--- src/rtl/bfly4_stage.sv ---
// Radix-4 butterfly stage: two-cycle pipeline (sums/diffs, then +/-j rotation, scaling and width reduction).
// Backpressure: both stages freeze while out_valid && !out_ready. Optional saturation and ovf flag under `BFLY4_SAT_EN.
module bfly4_stage #(
    parameter int DW    = 16,
    parameter int SCALE = 0
) (
    input  logic                 clk,
    input  logic                 reset,
    input  logic                 inverse,
    input  logic                 in_valid,
    output logic                 in_ready,
    input  logic signed [DW-1:0] x0_re,
    input  logic signed [DW-1:0] x0_im,
    input  logic signed [DW-1:0] x1_re,
    input  logic signed [DW-1:0] x1_im,
    input  logic signed [DW-1:0] x2_re,
    input  logic signed [DW-1:0] x2_im,
    input  logic signed [DW-1:0] x3_re,
    input  logic signed [DW-1:0] x3_im,
    output logic                 out_valid,
    input  logic                 out_ready,
    output logic signed [DW-1:0] y0_re,
    output logic signed [DW-1:0] y0_im,
    output logic signed [DW-1:0] y1_re,
    output logic signed [DW-1:0] y1_im,
    output logic signed [DW-1:0] y2_re,
    output logic signed [DW-1:0] y2_im,
    output logic signed [DW-1:0] y3_re,
    output logic signed [DW-1:0] y3_im,
    output logic [15:0]          frame_cnt,
    output logic                 ovf,
    input  logic                 clr_ovf
);

    localparam logic signed [DW+1:0] MAXV = {3'b000, {(DW-1){1'b1}}};
    localparam logic signed [DW+1:0] MINV = {3'b111, {(DW-1){1'b0}}};

    // Stage A order: s0re, s0im, s1re, s1im, d0re, d0im, d1re, d1im
    logic signed [DW:0]   a_q [8];
    logic signed [DW:0]   a_d [8];
    logic                 a_vld_q, a_inv_q;
    logic                 b_vld_q;
    logic signed [DW-1:0] y_q [8];
    logic signed [DW-1:0] y_d [8];
    logic signed [DW+1:0] r   [8];
    logic signed [DW+1:0] w   [8];
    logic [7:0]           clip;
    logic [15:0]          frame_cnt_q;
    logic                 ovf_q, ovf_d;
    logic                 stall;

    assign stall    = b_vld_q && !out_ready;
    assign in_ready = !stall;

    always_comb begin
        a_d[0] = {x0_re[DW-1], x0_re} + {x2_re[DW-1], x2_re};
        a_d[1] = {x0_im[DW-1], x0_im} + {x2_im[DW-1], x2_im};
        a_d[2] = {x1_re[DW-1], x1_re} + {x3_re[DW-1], x3_re};
        a_d[3] = {x1_im[DW-1], x1_im} + {x3_im[DW-1], x3_im};
        a_d[4] = {x0_re[DW-1], x0_re} - {x2_re[DW-1], x2_re};
        a_d[5] = {x0_im[DW-1], x0_im} - {x2_im[DW-1], x2_im};
        a_d[6] = {x1_re[DW-1], x1_re} - {x3_re[DW-1], x3_re};
        a_d[7] = {x1_im[DW-1], x1_im} - {x3_im[DW-1], x3_im};
    end

    always_comb begin
        for (int i = 0; i < 6; i++) r[i] = {a_q[i][DW], a_q[i]};
        // d1 * (+j) = (-im, re); d1 * (-j) = (im, -re)
        r[6] = a_inv_q ? -{a_q[7][DW], a_q[7]} :  {a_q[7][DW], a_q[7]};
        r[7] = a_inv_q ?  {a_q[6][DW], a_q[6]} : -{a_q[6][DW], a_q[6]};
        for (int i = 0; i < 8; i++) begin
            w[i]    = (SCALE != 0) ? (r[i] >>> 1) : r[i];
            clip[i] = 1'b0;
`ifdef BFLY4_SAT_EN
            if (w[i] > MAXV) begin
                y_d[i]  = MAXV[DW-1:0];
                clip[i] = 1'b1;
            end else if (w[i] < MINV) begin
                y_d[i]  = MINV[DW-1:0];
                clip[i] = 1'b1;
            end else begin
                y_d[i]  = w[i][DW-1:0];
            end
`else
            y_d[i] = w[i][DW-1:0];
`endif
        end
    end

`ifdef BFLY4_SAT_EN
    always_comb begin
        ovf_d = ovf_q;
        if (clr_ovf) ovf_d = 1'b0;
        if (!stall && a_vld_q && (|clip)) ovf_d = 1'b1;
    end
`else
    logic unused_bits;
    always_comb begin
        ovf_d       = 1'b0;
        unused_bits = clr_ovf ^ ovf_q ^ (|clip) ^ MAXV[0] ^ MINV[0];
        for (int i = 0; i < 8; i++) unused_bits = unused_bits ^ (^w[i][DW+1:DW]);
    end
`endif

    always_ff @(posedge clk or posedge reset) begin
        if (reset) begin
            a_vld_q     <= 1'b0;
            b_vld_q     <= 1'b0;
            a_inv_q     <= 1'b0;
            frame_cnt_q <= '0;
            ovf_q       <= 1'b0;
            for (int i = 0; i < 8; i++) begin
                a_q[i] <= '0;
                y_q[i] <= '0;
            end
        end else begin
            if (!stall) begin
                a_vld_q <= in_valid;
                b_vld_q <= a_vld_q;
                if (in_valid) begin
                    a_q     <= a_d;
                    a_inv_q <= inverse;
                end
                if (a_vld_q) y_q <= y_d;
            end
            if (b_vld_q && out_ready) frame_cnt_q <= frame_cnt_q + 16'd1;
            ovf_q <= ovf_d;
        end
    end

    assign out_valid = b_vld_q;
    assign frame_cnt = frame_cnt_q;
    assign ovf       = ovf_q;
    assign y0_re = y_q[0];
    assign y0_im = y_q[1];
    assign y1_re = y_q[2];
    assign y1_im = y_q[3];
    assign y2_re = y_q[4];
    assign y2_im = y_q[5];
    assign y3_re = y_q[6];
    assign y3_im = y_q[7];

endmodule

--- config.mk ---
export PLATFORM = sky130hd
export DESIGN_NAME = bfly4_stage
export DESIGN_NICKNAME = d
export VERILOG_FILES = /design/src/rtl/bfly4_stage.sv
export SDC_FILE = /design/constraint.sdc
export NUM_CORES = 1
export LEC_CHECK = 0
export ABC_AREA = 1
export BUFFER_PORTS_ARGS = -buffer_cell sky130_fd_sc_hd__buf_2
export CORE_ASPECT_RATIO = 0.7
export CORE_UTILIZATION = 56
export CTS_BUF_LIST = sky130_fd_sc_hd__clkbuf_8
export DETAILED_ROUTE_END_ITERATION = 10
export GPL_TIMING_DRIVEN = 0
export PLACE_DENSITY = 0.79
export SYNTH_ARGS = -nofsm -noshare
export SYNTH_HDL_FRONTEND = slang
export SYNTH_SLANG_ARGS = --single-unit
--- constraint.sdc ---
create_clock -name clk -period 10.2 [get_ports clk]
set_clock_uncertainty 0.2 [all_clocks]
set_input_delay 2.04 -clock clk [delete_from_list [all_inputs] [get_ports clk]]
set_output_delay 2.04 -clock clk [all_outputs]
set_load 0.05 [all_outputs]
* Word level (Yosys, flattened, before mapping)
Cells that the tools add are included.
W data, S select, Z words.
** Storage, ports and cells
- Flip-flop bits (word level) :: 275
- Bits of input ports :: 134
- Output and inout bits :: 147
- Word-level logic and storage cells :: 40
** Operators by class
- Add/sub/neg operators :: 11
- Multiplexer cells :: 2
- Bitwise operators :: 1
- Reductions and logical operators :: 6
** Operator list (count)
- $add A16 B16 Y16 :: 4
- $sub A16 B16 Y16 :: 4
- $mux W16 :: 2
- $neg A16 Y16 :: 2
- $add A16 B1 Y16 const B :: 1
- $reduce_and A2 Y1 :: 2
- $logic_and A1 B1 Y1 :: 2
- $logic_not A1 Y1 :: 2
- $not A1 Y1 :: 1

* Depth between registers and ports, before layout
Gate-level depths: netlist (run 1).
- Word-level depth :: 4
- Depth in mapped cells :: 13
- Depth with buffers taken out :: 12

* Worst setup path before layout (run 1)
No wires, ideal clock.
- Path kind :: in2out
- From :: in out_ready
- To :: out in_ready
- Arrival :: 2.290 ns
- Required time :: 7.960 ns
- Slack :: 5.670 ns
- Cell stages on the path :: 2
- Buffers on the path :: 0
- Cells stage by stage :: nor2_2 -> inv_2
** Between the ends
- Cells in the longest elaborated chain, start to end :: 3
** RTL lines
- start: declaration :: RTL line 21 : input logic out_ready,
- $logic_not A1 Y1 :: RTL line 52 : assign stall = b_vld_q && !out_ready;
- $logic_and A1 B1 Y1 :: RTL line 52
- $logic_not A1 Y1
- end: declaration :: RTL line 11 : output logic in_ready,
No other way between the ends.

* Worst setup path in the final report (run 1)
Ends and elaborated chain as after synthesis.

==> metrics, run 1 <==
post-detailed-route DRC marker count=0; highest fanout seen on the critical path=4; overall fraction of global-route tracks in use=35.0%; die span in y=152 um; Max IR drop VDD=221 uV; post-CTS setup repair buffer count=0; RSZ-0062 raised after global routing=no; number of distinct library cells after synthesis=34; total number of clock tree sinks=267; CTS clock-pin slew for the worst setup and hold paths=0.07 ns; placer congestion estimate=1.01; peak per-stage delay on the critical path=0.21 ns; CP most frequent cell=sky130_fd_sc_hd__buf_2; required time worst endpoint=7.96 ns; library cell with the largest summed area after synthesis=sky130_fd_sc_hd__dfrtp_1; count of nets after finishing=3200; upper clock frequency limit=0.208 GHz; GR Overflow Total=0; number of hold buffers added after CTS=0; number of global-route vias before repair=16900; Worst slew margin=37.6%; pin count of the biggest net entering global routing=106; number of cell rows=54; Max Slew Vio Count=0; total of warnings raised by yosys=0; routed via count divided by cell count=5.37; Starting DRT DRC Count=1944; top-level port count=281; vias=18200; buffering stage count on the worst path with inverters included=3; post-route ant nets=0; x dimension of the die=217 um; sequence of cells on the critical path=buf_2, nor2_2, inv_2, buf_2; H-tree levels=2; number of antenna violations at the first check in global routing=3; logic depth of the worst path, buffers included=4; post-detailed-routing wire length=57400 um; top cell family by delay on the critical path=buffers and inverters; root buffer cell=sky130_fd_sc_hd__clkbuf_8; placeable core region=31400 um2; DIE AREA=33000 um2; CTS tree=yes; final setup violating endpoints=0; part of the Yosys area used for sequential elements=37.0%; most common cell after layout, fill and taps aside=sky130_fd_sc_hd__nand2_1; final worst path period need=4.80 ns; max-cap violations=0; nature of the critical path endpoint=output port; CTS Buf Count=43; Syn Nets=2875; fill cell count=2816; worst setup path category=input port to output port; area overhead of the layout relative to synthesis=15.8%; endpoints failing hold=0; Mapped Cells=2610; proportion of netlist area held by the largest area contributor=37.0%; R2R depth=7; detail-routed net length per standard cell=17.0 um; Finished Layout Cells=3387; starting density of the core=57.4%; share of post-route cells with drive strength above 1=15.8%; class of the tightest hold or removal check=register to register; total power density per cell area=214 nW/um2; placed cell count=3310; cell type of the slowest stage on the worst timing path=sky130_fd_sc_hd__buf_2; static power due to leakage=0.0123 uW; first-pass iteration count of the detailed router=6; Worst Tran Pin Value=0.937 ns; syn_area_per_cell=6.91 um2; total power=4480 uW; instance count along the most critical hold path=2; PortBufs=278; PostCTS Resize Cnt=0; DP HPWL=45000 um; register bit count reported by yosys=267; maximum buffer depth of the clock tree=3; first-pass GRT wire length=90700 um; most frequent cells in the layout=sky130_fd_sc_hd__nand2_1, sky130_fd_sc_hd__inv_1, sky130_fd_sc_hd__buf_2, sky130_fd_sc_hd__dfrtp_1, sky130_fd_sc_hd__nand3_1; period utilisation layout=47.0%; run status=completed; ranking of synthesized cells by area=sky130_fd_sc_hd__dfrtp_1, sky130_fd_sc_hd__nand2_1, sky130_fd_sc_hd__ha_1, sky130_fd_sc_hd__inv_1, sky130_fd_sc_hd__nand3_1; clock insertion delay at the later pin of the skew report=0.61 ns; Synth Cell Area=18000 um2; category of the worst setup path launch point=input port; arrival time of the worst setup path=2.56 ns
## report_power, final
part	total (uW)	internal, uW	switching (uW)
clock network	969	504	465
logic	1940	482	1460
registers	1560	1360	205
## logic make-up after synthesis
kind of cell               after synthesis  share of synthesized area (%)
DFF                                    267                           37.0
adders and majority gates              131                           9.42
buffers and inverters                  471                           10.8
other                                    1                         0.0208
AOI/OAI and AO/OA                      232                           7.24
and+or+nand+nor                       1457                           33.0
xor gates and xnor gates                51                           2.48
## worst min-delay path, cell delays in order (launching register included)
cell and delay [ns]:
sky130_fd_sc_hd__dfrtp_1 0.35, sky130_fd_sc_hd__nand2_1 0.05, sky130_fd_sc_hd__nand2_1 0.05
## path summary, 6_finish.rpt
kind | startpoint | endpoint | slack (ns)
hold / removal | a_q[66]$_DFFE_PP0P_ | y2_re[15]$_DFFE_PP0P_ | 0.26
setup reg to reg | out_valid$_DFFE_PP0N_ | y3_im[15]$_DFFE_PP0P_ | 8.13
min in group asynchronous | reset | a_q[75]$_DFFE_PP0P_ | 1.31
hold reg to reg | a_q[66]$_DFFE_PP0P_ | y2_re[15]$_DFFE_PP0P_ | 0.26
setup / recovery | out_ready | in_ready | 5.40
max in group asynchronous | reset | y2_re[12]$_DFFE_PP0P_ | 7.14
## per-stage QoR
stage / hold slack, ns / instance area, um2 / util, % / TNS, ns / worst slack, ns
6_report: 0.256 / 20900 / 66.5 / 0 / 5.40
5_1_grt: 0.289 / 20900 / 66.5 / 0 / 5.35
4_1_cts: 0.265 / 20900 / 66.5 / 0 / 5.40
3_5_place_dp: 0.254 / 20000 / 63.7 / 0 / 5.40
3_3_place_gp: 0.243 / 20000 / 63.5 / -569.49 / -2.17
2_1_floorplan: 0.232 / 18000 / - / 0 / 0.606
## registers in the layout (all words and copies together) (netlist names)
signal / cells
a_inv_q: 1
a_q: 124
a_vld_q: 1
frame_cnt: 16
out_valid: 1
y0_im: 15
y0_re: 15
y1_im: 15
y1_re: 16
y2_im: 16
y2_re: 16
y3_im: 15
y3_re: 16
## cells in the mapped netlist (all sizes together)
cell,n
nor2,151
nand4,24
xnor2,12
o211ai,3
nand3b,8
ha,123
nand2,1003
nand3,233
dfrtp,267
o21ai,118
a21o,1
clkbuf,16
buf,78
inv,377
and2,16
o22ai,10
conb,1
fa,8
xor2,39
o21bai,12
nor3,15
a21oi,85
a31oi,3
or2,7
## final cells by class
class	count	area [um2]	share of cell area [%]
clock buffer	54	743	3.56
inverter	377	1420	6.81
tap	420	526	2.51
timing repair buffer	280	1450	6.92
clock inverter	20	129	0.617
antenna	3	7.51	0.0359
multi-input combinational	1872	9420	45.0
buffer	94	531	2.54
sequential	267	6680	32.0
## per-layer routing
metal,track usage (%),vias to the layer above,wire [um]
met5,0,-,0
met4,10.4,0,1530
met3,6.25,108,5350
met2,52.1,775,24600
met1,52.0,8569,26000
li1,-,8750,-
(Power assumes the default switching activity.)
==> inputs of run 2 (changes only) <==
Settings changed: ABC_AREA 1 to 0, CORE_UTILIZATION 56 to 53.
Clock period 10.2 ns to 4.3 ns, I/O delays scaled along.
==> metrics, run 2 <==
upper clock frequency limit=0.301 GHz; class of the tightest hold or removal check=input port to async pin; portion of total power attributed to sequential cells=35.2%; detail-routed net length per standard cell=18.2 um; Worst Tran Pin Value=1.10 ns; number of antenna violations at the first check in global routing=1; vias=13500; ranking of synthesized cells by area=sky130_fd_sc_hd__dfrtp_1, sky130_fd_sc_hd__ha_1, sky130_fd_sc_hd__mux2_2, sky130_fd_sc_hd__o21ai_0, sky130_fd_sc_hd__xnor2_1; GR Overflow Total=0; R2R depth=6; PortBufs=278; post-CTS setup repair buffer count=0; Worst slew margin=26.9%; post-detailed-route DRC marker count=0; starting density of the core=54.5%; first-pass GRT wire length=70100 um; CTS clock-pin slew for the worst setup and hold paths=0.06 ns; Max IR drop VDD=517 uV; total of warnings raised by yosys=0; most instantiated cells after synthesis=sky130_fd_sc_hd__dfrtp_1, sky130_fd_sc_hd__nand2_1, sky130_fd_sc_hd__o21ai_0, sky130_fd_sc_hd__ha_1, sky130_fd_sc_hd__inv_1; nature of the critical path endpoint=register; launching point of the worst reg2reg path=out_valid$_DFFE_PP0N_; x dimension of the die=209 um; first-pass iteration count of the detailed router=5; most used standard cell by instance count after synthesis=sky130_fd_sc_hd__dfrtp_1; PostCTS Resize Cnt=0; Max Slew Vio Count=0; power share of the combinational group=44.5%; die span in y=147 um; number of global-route vias before repair=13100; max-cap violations=0; most common cell after layout, fill and taps aside=sky130_fd_sc_hd__buf_2; static power due to leakage=0.00922 uW; placer congestion estimate=0.906; most frequent cells in the layout=sky130_fd_sc_hd__buf_2, sky130_fd_sc_hd__dfrtp_1, sky130_fd_sc_hd__nand2_1, sky130_fd_sc_hd__o21ai_0, sky130_fd_sc_hd__inv_1; count of nets after finishing=2282; cell internal pwr=5980 uW; Mapped Cells=1686; max reg flops=124; setup slack of the most critical reg-to-reg path=1.00 ns; proportion of power drawn by the clock network=20.3%; most common flop cell mapped by yosys=sky130_fd_sc_hd__dfrtp_1; pin count of the biggest net entering global routing=46; top-level port count=281; Starting DRT DRC Count=982; Design Area, Final=18800 um2; root buffer cell=sky130_fd_sc_hd__clkbuf_8; post-detailed-routing wire length=44100 um; total power=11100 uW; routed via count divided by cell count=5.56; final setup violating endpoints=0; placeable core region=29200 um2; number of distinct library cells after synthesis=67; net switching share of the total power=46.1%; proportion of netlist area held by the largest area contributor=42.0%; DIE AREA=30700 um2; part of the Yosys area used for sequential elements=42.0%; overall fraction of global-route tracks in use=28.9%; arrival time of the worst setup path=3.52 ns; DP HPWL=33800 um; EDFF count, synth=0; RSZ-0062 raised after global routing=no; category of the worst setup path launch point=input port; post-route ant nets=0; P_sw=5120 uW; endpoints failing hold=0; total number of clock tree sinks=267; Post-synth ARST share=100%; worst setup path category=input port to register; final worst path period need=3.32 ns; highest fanout seen on the critical path=10; register with the highest flop count=a_q; area overhead of the layout relative to synthesis=18.2%; clock insertion delay at the later pin of the skew report=0.58 ns; CTS tree=yes; H-tree levels=2; run status=completed; total power density per cell area=591 nW/um2; maximum buffer depth of the clock tree=3; register bit count reported by yosys=267; area post-placement=17900 um2; RR Endpoint=a_vld_q$_DFFE_PP0N_; required time worst endpoint=4.50 ns; Syn Nets=1951; CTS Buf Count=44; library cell with the largest summed area after synthesis=sky130_fd_sc_hd__dfrtp_1; share of post-route cells with drive strength above 1=22.8%; period utilisation layout=77.1%; syn_area_per_cell=9.44 um2; Synth Cell Area=15900 um2; number of hold buffers added after CTS=0; number of cell rows=52
-- run 2: worst max path at each step --
stage | start | end | slack, ns | depth (start not counted)
2_1_floorplan | reset | a_inv_q$_DFFE_PP0P_ | -0.29 | 1
3_3_place_gp | reset | y1_im[4]$_DFFE_PP0P_ | -1.78 | 2
3_5_place_dp | out_ready | a_vld_q$_DFFE_PP0N_ | 0.37 | 7
4_1_cts | out_valid$_DFFE_PP0N_ | a_vld_q$_DFFE_PP0N_ | 0.99 | 6
5_1_grt | out_valid$_DFFE_PP0N_ | y3_re[3]$_DFFE_PP0P_ | 0.83 | 6
6_report | out_ready | a_vld_q$_DFFE_PP0N_ | 0.98 | 7
-- run 2: cells by family after synthesis --
| group | synth area share [%] |
|---|---|
| mux | 6.91 |
| buf+inv | 4.81 |
| flops | 42.0 |
| fa+ha+maj | 10.7 |
| other cells | 0.0236 |
| xor+xnor | 7.98 |
| compound gates | 15.0 |
| simple gates | 12.6 |
-- run 2: through the flow --
step           setup TNS (ns)  utilization [%]  hold WS, ns  setup slack (ns)  instances
3_5_place_dp                0             61.3        0.260             0.365       2349
3_3_place_gp          -469.93             60.9        0.253             -1.78       2342
6_report                    0             64.4        0.138             0.983       2426
5_1_grt                     0             64.4        0.156             0.831       2426
4_1_cts                     0             64.3        0.117             0.991       2425
2_1_floorplan          -76.22                -        0.235            -0.285       1686
-- run 2: worst max-delay path, cell delays in order --
cell	delay, ns
sky130_fd_sc_hd__buf_2	0.11
sky130_fd_sc_hd__nand2b_1	0.25
sky130_fd_sc_hd__nand2_1	0.23
sky130_fd_sc_hd__clkbuf_1	0.45
sky130_fd_sc_hd__clkbuf_1	0.61
sky130_fd_sc_hd__clkbuf_1	0.77
sky130_fd_sc_hd__o21ai_0	0.21
-- run 2: cell type report --
type / count / area, um2
inverters: 111 / 420
flip-flops and latches: 267 / 6680
fillers: 2420 / 10400
clock buffers: 55 / 757
well taps: 378 / 473
clock inverters: 21 / 121
plain buffers: 85 / 349
diodes: 1 / 2.50
multi-input cells: 1223 / 8460
repair buffers: 285 / 1530
-- run 2: power groups by stage --
stage / clock (uW) / sequential, uW / combinational, uW
2_1_floorplan: 0 / 5790 / 1720
3_3_place_gp: 0 / 3900 / 4840
3_5_place_dp: 0 / 3940 / 4940
4_1_cts: 2290 / 3910 / 4950
5_1_grt: 2420 / 4020 / 5260
6_report: 2250 / 3910 / 4950
-- run 2: per-layer routing --
layer	up-vias	wire, um	global-route usage [%]
li1	6425	-	-
met1	6551	21100	42.4
met2	436	19200	44.3
met3	66	2760	4.77
met4	0	1010	7.76
met5	-	0	0
